$ cat src/rtl/mole_game_pkg.sv
// Shared types and constants for the mole game control slice.
package mole_game_pkg;

  typedef enum logic [1:0] {
    IDLE = 2'd0,
    PLAY = 2'd1,
    OVER = 2'd2
  } game_state_t;

  localparam int unsigned NUM_MOLES     = 3;
  localparam logic [7:0]  SCORE_MAX_BCD = 8'h99;

endpackage

$ cat src/rtl/mole_hit_scorer_if.sv
// Player/display-facing signal bundle of the hit scorer.
interface mole_hit_scorer_if;

  logic                                 start;
  logic [mole_game_pkg::NUM_MOLES-1:0]  keys;
  logic [mole_game_pkg::NUM_MOLES-1:0]  mole;
  logic                                 game;
  logic                                 turnoff;
  logic [7:0]                           score_bcd;
  logic [1:0]                           misses;
  logic [5:0]                           time_left;
  logic                                 game_over;

  modport slave (
    input  start, keys, mole,
    output game, turnoff, score_bcd, misses, time_left, game_over
  );

  modport master (
    output start, keys, mole,
    input  game, turnoff, score_bcd, misses, time_left, game_over
  );

endinterface

$ cat src/rtl/score_bcd_counter.sv
// Two-digit BCD score, +1 or +2 per step, saturating at 99.
module score_bcd_counter
  import mole_game_pkg::*;
(
  input  logic       clock,
  input  logic       reset,
  input  logic       clear,
  input  logic       inc,
  input  logic       inc2,
  output logic [7:0] score
);

  logic [4:0] ones_sum;
  logic       carry;
  logic [3:0] ones_nxt;
  logic [3:0] tens_nxt;
  logic [7:0] score_nxt;

  always_comb begin
    ones_sum  = {1'b0, score[3:0]} + (inc2 ? 5'd2 : 5'd1);
    carry     = (ones_sum >= 5'd10);
    ones_nxt  = carry ? 4'(ones_sum - 5'd10) : ones_sum[3:0];
    tens_nxt  = score[7:4] + {3'b000, carry};
    score_nxt = {tens_nxt, ones_nxt};
    if (score[7:4] == 4'd9 && carry) begin
      score_nxt = SCORE_MAX_BCD;
    end
  end

  always_ff @(posedge clock) begin
    if (reset || clear) begin
      score <= '0;
    end else if (inc || inc2) begin
      score <= score_nxt;
    end
  end

endmodule

$ cat src/rtl/mole_hit_scorer.sv
// Game FSM, key conditioning, hit/miss scoring and round timer.
// Optional: STREAK_BONUS_EN (5th consecutive hit scores 2).
module mole_hit_scorer
  import mole_game_pkg::*;
#(
  parameter int unsigned TICKS_PER_SEC = 50000000,
  parameter int unsigned GAME_SECONDS  = 30,
  parameter int unsigned MAX_MISSES    = 3
) (
  input  logic               clock,
  input  logic               reset,
  mole_hit_scorer_if.slave   bus
);

  localparam logic [27:0] SEC_LAST   = 28'(TICKS_PER_SEC - 1);
  localparam logic [5:0]  ROUND_SECS = 6'(GAME_SECONDS);
  localparam logic [1:0]  MISS_LAST  = 2'(MAX_MISSES - 1);

  game_state_t state, state_nxt;

  logic                 start_s1, start_s2, start_d, start_p;
  logic [NUM_MOLES-1:0] keys_s1, keys_s2, keys_d, key_p;

  logic [27:0] sec_cnt;
  logic [5:0]  time_left_q;
  logic [1:0]  misses_q;
  logic        game_q;
  logic        turnoff_q;
  logic [7:0]  score;

  logic in_play, hit, miss, tick, time_up, miss_out, round_start;
  logic score_inc, score_inc2;

  // synchronise raw keys, then register a one-cycle rising-edge pulse
  always_ff @(posedge clock) begin
    if (reset) begin
      start_s1 <= 1'b0;
      start_s2 <= 1'b0;
      start_d  <= 1'b0;
      start_p  <= 1'b0;
      keys_s1  <= '0;
      keys_s2  <= '0;
      keys_d   <= '0;
      key_p    <= '0;
    end else begin
      start_s1 <= bus.start;
      start_s2 <= start_s1;
      start_d  <= start_s2;
      start_p  <= start_s2 & ~start_d;
      keys_s1  <= bus.keys;
      keys_s2  <= keys_s1;
      keys_d   <= keys_s2;
      key_p    <= keys_s2 & ~keys_d;
    end
  end

  always_comb begin
    in_play     = (state == PLAY);
    hit         = in_play && |(key_p & bus.mole);
    miss        = in_play && |(key_p & ~bus.mole);
    tick        = in_play && (sec_cnt == SEC_LAST);
    time_up     = tick && (time_left_q == 6'd1);
    miss_out    = miss && (misses_q == MISS_LAST);
    round_start = start_p && (state != PLAY);
  end

  // state register
  always_ff @(posedge clock) begin
    if (reset) begin
      state <= IDLE;
    end else begin
      state <= state_nxt;
    end
  end

  // next-state
  always_comb begin
    state_nxt = state;
    unique case (state)
      IDLE, OVER: if (start_p) state_nxt = PLAY;
      PLAY:       if (time_up || miss_out) state_nxt = OVER;
      default:    state_nxt = IDLE;
    endcase
  end

  // round datapath: timer, misses, registered game/turnoff
  always_ff @(posedge clock) begin
    if (reset) begin
      sec_cnt     <= '0;
      time_left_q <= '0;
      misses_q    <= '0;
      game_q      <= 1'b0;
      turnoff_q   <= 1'b0;
    end else begin
      game_q    <= in_play;
      turnoff_q <= hit && (state_nxt == PLAY);
      if (round_start) begin
        sec_cnt     <= '0;
        time_left_q <= ROUND_SECS;
        misses_q    <= '0;
      end else if (in_play) begin
        if (miss) begin
          misses_q <= misses_q + 2'd1;
        end
        if (tick) begin
          sec_cnt <= '0;
          if (time_left_q != '0) begin
            time_left_q <= time_left_q - 6'd1;
          end
        end else begin
          sec_cnt <= sec_cnt + 28'd1;
        end
      end
    end
  end

`ifdef STREAK_BONUS_EN
  logic [2:0] streak_q;
  logic       bonus;

  assign bonus      = hit && !miss && (streak_q == 3'd4);
  assign score_inc  = hit && !bonus;
  assign score_inc2 = bonus;

  // consecutive-hit streak; any miss breaks it
  always_ff @(posedge clock) begin
    if (reset || round_start) begin
      streak_q <= '0;
    end else if (in_play) begin
      if (miss || bonus) begin
        streak_q <= '0;
      end else if (hit) begin
        streak_q <= streak_q + 3'd1;
      end
    end
  end
`else
  assign score_inc  = hit;
  assign score_inc2 = 1'b0;
`endif

  score_bcd_counter u_score (
    .clock (clock),
    .reset (reset),
    .clear (round_start),
    .inc   (score_inc),
    .inc2  (score_inc2),
    .score (score)
  );

  assign bus.game      = game_q;
  assign bus.turnoff   = turnoff_q;
  assign bus.score_bcd = score;
  assign bus.misses    = misses_q;
  assign bus.time_left = time_left_q;
  assign bus.game_over = (state == OVER);

endmodule

$ cat src/flat_wrapper.sv
// flat-port wrapper written by rule: the top's interface ports become plain ports
module mole_hit_scorer_flat import mole_game_pkg::*;
#(
  parameter int unsigned TICKS_PER_SEC = 50000000,
  parameter int unsigned GAME_SECONDS  = 30,
  parameter int unsigned MAX_MISSES    = 3
)
  (clock, reset, bus_start, bus_keys, bus_mole, bus_game, bus_turnoff, bus_score_bcd, bus_misses, bus_time_left, bus_game_over);
  mole_hit_scorer_if bus_i ();
  input  logic clock;
  input  logic reset;
  input wire logic [$bits(bus_i.start)-1:0] bus_start;
  input wire logic [$bits(bus_i.keys)-1:0] bus_keys;
  input wire logic [$bits(bus_i.mole)-1:0] bus_mole;
  output wire logic [$bits(bus_i.game)-1:0] bus_game;
  output wire logic [$bits(bus_i.turnoff)-1:0] bus_turnoff;
  output wire logic [$bits(bus_i.score_bcd)-1:0] bus_score_bcd;
  output wire logic [$bits(bus_i.misses)-1:0] bus_misses;
  output wire logic [$bits(bus_i.time_left)-1:0] bus_time_left;
  output wire logic [$bits(bus_i.game_over)-1:0] bus_game_over;
  assign bus_i.start = bus_start;
  assign bus_i.keys = bus_keys;
  assign bus_i.mole = bus_mole;
  assign bus_game = bus_i.game;
  assign bus_turnoff = bus_i.turnoff;
  assign bus_score_bcd = bus_i.score_bcd;
  assign bus_misses = bus_i.misses;
  assign bus_time_left = bus_i.time_left;
  assign bus_game_over = bus_i.game_over;
  mole_hit_scorer #(.TICKS_PER_SEC(TICKS_PER_SEC), .GAME_SECONDS(GAME_SECONDS), .MAX_MISSES(MAX_MISSES)) u_core (.clock(clock), .reset(reset), .bus(bus_i));
endmodule
$ cat config.mk
export PLATFORM = sky130hd
export DESIGN_NAME = mole_hit_scorer_flat
export DESIGN_NICKNAME = d
export VERILOG_FILES = /design/src/rtl/mole_game_pkg.sv /design/src/rtl/mole_hit_scorer_if.sv /design/src/rtl/score_bcd_counter.sv /design/src/rtl/mole_hit_scorer.sv /design/src/flat_wrapper.sv
export SDC_FILE = /design/constraint.sdc
export NUM_CORES = 1
export LEC_CHECK = 0
export BUFFER_PORTS_ARGS = -buffer_cell sky130_fd_sc_hd__buf_2
export CORE_AREA = 2 2 72 81
export CTS_CLUSTER_SIZE = 12
export DETAILED_ROUTE_END_ITERATION = 6
export DIE_AREA = 0 0 74 83
export PLACE_DENSITY = 0.86
export SLEW_MARGIN = 0
export SYNTH_ARGS = -nofsm -noshare
export SYNTH_HDL_FRONTEND = slang
export SYNTH_HIERARCHICAL = 1
export SYNTH_SLANG_ARGS = --single-unit
$ cat constraint.sdc
create_clock -name clock -period 3.15 [get_ports clock]
set_input_delay 0.1575 -clock clock [delete_from_list [all_inputs] [get_ports clock]]
set_output_delay 0.1575 -clock clock [all_outputs]
set_load 0.1 [all_outputs]
==> flow_summary_export.csv <==
group,metric,value,unit
route,dr_total_vias,2407,
setup_path,r2r_slack,0.21,ns
floorplan,die_w,74,um
setup_path,cp-end-kind,"flip-flop",
power,p_leak,1.319,nW
yosys,synth_compound_area_share,9.099,%
global_routing,grt_usage,19.92,%
setup_path,crit_path_max_fanout,6,
yosys,syn_area,2984,um2
sta,finalCriticalPeriod,2.945,ns
clock_network,path_clk_slew,0.07,ns
yosys,synthAdderAreaFrac,4.864,%
setup_path,critical_path_class,"flip-flop to flip-flop",
yosys,synthFlopType,"dfxtp_1",
sta,rsz0062_at_grt,"no",
yosys,synth_top_area_share,42.94,%
clock_network,cts-hold-fix-buffers,0,
clock_network,h-tree-depth,3,
clock_network,clk_latency,0.34,ns
floorplan,ioPinCount,28,
power,power,1.791,mW
sta,finalWorstSetupSlack,0.2051,ns
global_routing,first_global_vias,2221,
clock_network,cts_buffers,9,
layout,layout-area-overhead-vs-synth,14.21,%
setup_path,cp-endpoint,"u_core/u_score/score[6]$_SDFFE_PP0P_",
sta,drv_slew,0,
yosys,synth_cell_type_count,52,
yosys,synth_seq_area_share,42.94,%
yosys,synth_edf_count,0,
yosys,synth-simple-area-share,29.60,%
sta,clock_skew,0.004778,ns
sta,worst_pin_slew,0.6150,ns
clock_network,root_buffer,"clkbuf_8",
placed_design,portBuffers,27,
layout,layout-drive-gt1-share,16.26,%
route,routed_wl,5712,um
clock_network,clock_path_buffers,2,
placed_design,place_hpwl,3944,um
floorplan,die_h,83,um
yosys,netlist_instances,332,
route,ant_nets,0,
placed_design,dp_slack,0.2200,ns
layout,layout.nets,384,
yosys,syn_area_per_cell,8.988,um2
route,dr.pass1.iters,4,
setup_path,timing.rr.end,"u_core/u_score/score[6]$_SDFFE_PP0P_",
clock_network,clkSinkCount,64,
yosys,synth_xor_area_share,9.350,%
power,power_density,525.5,nW/um2
floorplan,die-area,6142,um2
floorplan,initial_core_util,56.41,%
global_routing,antenna_found_initial,0,
setup_path,crit_start,"u_core/u_score/score[0]$_SDFFE_PP0P_",
placed_design,gp_congestion,0.8900,
yosys,synth_top_family_by_area,"simple AND/OR/NAND/NOR gates",
sta,final_min_period_over_clock_period,93.49,%
global_routing,grt_start_max_net_pins,29,
yosys,synth_area_leader_cell,"dfxtp_1",
clock_network,cts_tree,"done",
route,drtIter0Drc,212,
floorplan,rows,28,
floorplan,fp.coreArea,5290,um2
setup_path,r2r_start,"u_core/u_score/score[0]$_SDFFE_PP0P_",
route,remaining_drc_errors,0,
setup_path,cp.arrival,3.22,ns
yosys,async_reset_ff_share,0,%
run,cap_viol_max_count,0,
sta,hold_viol,0,
sta,fmax,339.6,MHz
yosys,ys_warn_count,6,
outcome,status,"complete, no violations",
setup_path,cp.required,3.42,ns
power,ir_drop,0.3305,mV
setup_path,start_kind,"flip-flop",
yosys,yosys-top-cells-area,"dfxtp_1 (43%), xnor2_1 (6.5%), nor2_1 (5.7%)",
sta,setup_viol,0,
global_routing,gr-total-overflow,0,
setup_path,r2r_cells,12,
layout,fin_util,64.43,%
clock_network,cts_setup_buffers,0,
yosys,ys_seq_elements,64,
worst_hold_path,hp-class,"input pin to flip-flop",
sta,slew_headroom,58.88,%
route,vias_per_cell,5.421,
clock_network,ctsResizeCount,0,
sta,setup_tns,0,ns
layout,antenna_cells,0,
route,avgRoutedWirePerCell,12.86,um
global_routing,grt_first_pass_wirelength,9639,um
yosys,synth_mux_area_share,0.7128,%
-- how the worst min path moves through the flow --
stage               slack [ns]                       from  depth (start not counted)                                   end
floorplan                 0.23                      reset                          1  u_core/u_score/score[7]$_SDFFE_PP0P_
detailed placement        0.37  u_core/start_d$_SDFF_PP0_                          1             u_core/start_p$_SDFF_PP0_
global route              0.02                bus_keys[0]                          2          u_core/keys_s1[0]$_SDFF_PP0_
finish                    0.02                bus_keys[0]                          2          u_core/keys_s1[0]$_SDFF_PP0_
global placement          0.37                bus_keys[1]                          2          u_core/keys_s1[1]$_SDFF_PP0_
CTS                       0.01                bus_keys[0]                          2          u_core/keys_s1[0]$_SDFF_PP0_
-- critical path, stage by stage, from the launching register on --
cell and delay, ns:
dfxtp_2 0.32, ha_1 0.20, fa_1 0.49, xnor2_2 0.19
ha_1 0.23, inv_1 0.09, a31oi_1 0.07, a211oi_4 0.31
ha_1 0.23, ha_1 0.15, nand2_1 0.06, or4_1 0.40
o21ai_0 0.14
-- flip-flops by register name, summed over array words and instances, names as in the netlist --
name,cells
u_core/bus.game,1
u_core/bus.misses,2
u_core/bus.time_left,6
u_core/bus.turnoff,1
u_core/key_p,3
u_core/keys_d,3
u_core/keys_s1,3
u_core/keys_s2,3
u_core/sec_cnt,28
u_core/start_d,1
u_core/start_p,1
u_core/start_s1,1
u_core/start_s2,1
u_core/state,2
u_core/u_score/score,8
-- through the flow --
step,cells,instance area [um2],hold WS [ns]
6_report,444,3408,0.02332
5_1_grt,444,3408,0.01706
4_1_cts,444,3408,0.01257
3_5_place_dp,428,3188,0.3711
3_3_place_gp,428,3188,0.3664
2_1_floorplan,336,3002,0.2343
-- synth_stat cells, drive strengths merged (8+ instances only) --
| cell | instances |
|---|---|
| dfxtp | 64 |
| nor2 | 45 |
| xnor2 | 23 |
| nand2 | 22 |
| nor2b | 19 |
| nand3 | 13 |
| nor3 | 12 |
| a21oi | 11 |
| inv | 11 |
| ha | 10 |
| o21ai | 10 |
| nand2b | 8 |
| nand4 | 8 |
| xor2 | 8 |
-- placed cells by master, fill, tap and decap left out, types with 2 or more instances in the layout --
cell type    n
dfxtp_1     62
nor2_1      45
buf_2       27
nand2_1     22
xnor2_1     22
nor2b_1     19
nand3_1     12
inv_1       11
a21oi_1     11
nor3_1      11
o21ai_0     10
ha_1        10
clkbuf_8     9
nand2b_1     8
nand4_1      8
xor2_1       8
nor4_1       7
a31oi_1      7
conb_1       5
clkinvlp_4   3
and4_1       3
and4b_1      3
or3_1        3
o41ai_1      3
bufinv_16    2
and2_1       2
and3_1       2
or4b_1       2
buf_4        2
a21o_1       2
dfxtp_2      2
-- area by class of cell --
class,instances,area [um2]
fill,435,1882
timing repair buffer,29,150.1
clock buffer,9,123.9
sequential,64,1284
clock inverter,7,96.34
tap,75,93.84
multi-input combinational,249,1619
inverter,11,41.29
-- cell families (layout without fill, tap and decap cells) --
logic type | count (synthesis) | in the layout
AO/OA/AOI/OAI | 41 | 41
other | 1 | 5
multiplexers | 2 | 2
adder cells (fa/ha/maj) | 11 | 11
XOR/XNOR | 31 | 31
flip-flops | 64 | 64
buffers and inverters | 23 | 56
AND/OR/NAND/NOR | 159 | 159
-- report_power, final --
group | switching [mW] | internal (mW) | leakage [nW]
Sequential | 0.0139 | 0.826 | 0.520
Combinational | 0.128 | 0.0549 | 0.698
Clock | 0.324 | 0.445 | 0.101
Total | 0.466 | 1.33 | 1.32
-- metal layers --
| layer | routed length [um] | global-route usage, % | vias up |
|---|---|---|---|
| met2 | 2781 | 31.17 | 71 |
| met5 | 0 | 0 | - |
| li1 | - | - | 1217 |
| met4 | 82 | 7.273 | 0 |
| met3 | 294 | 7.039 | 11 |
| met1 | 2554 | 24.94 | 1108 |
Note: power is estimated with default switching activity, not from simulation.
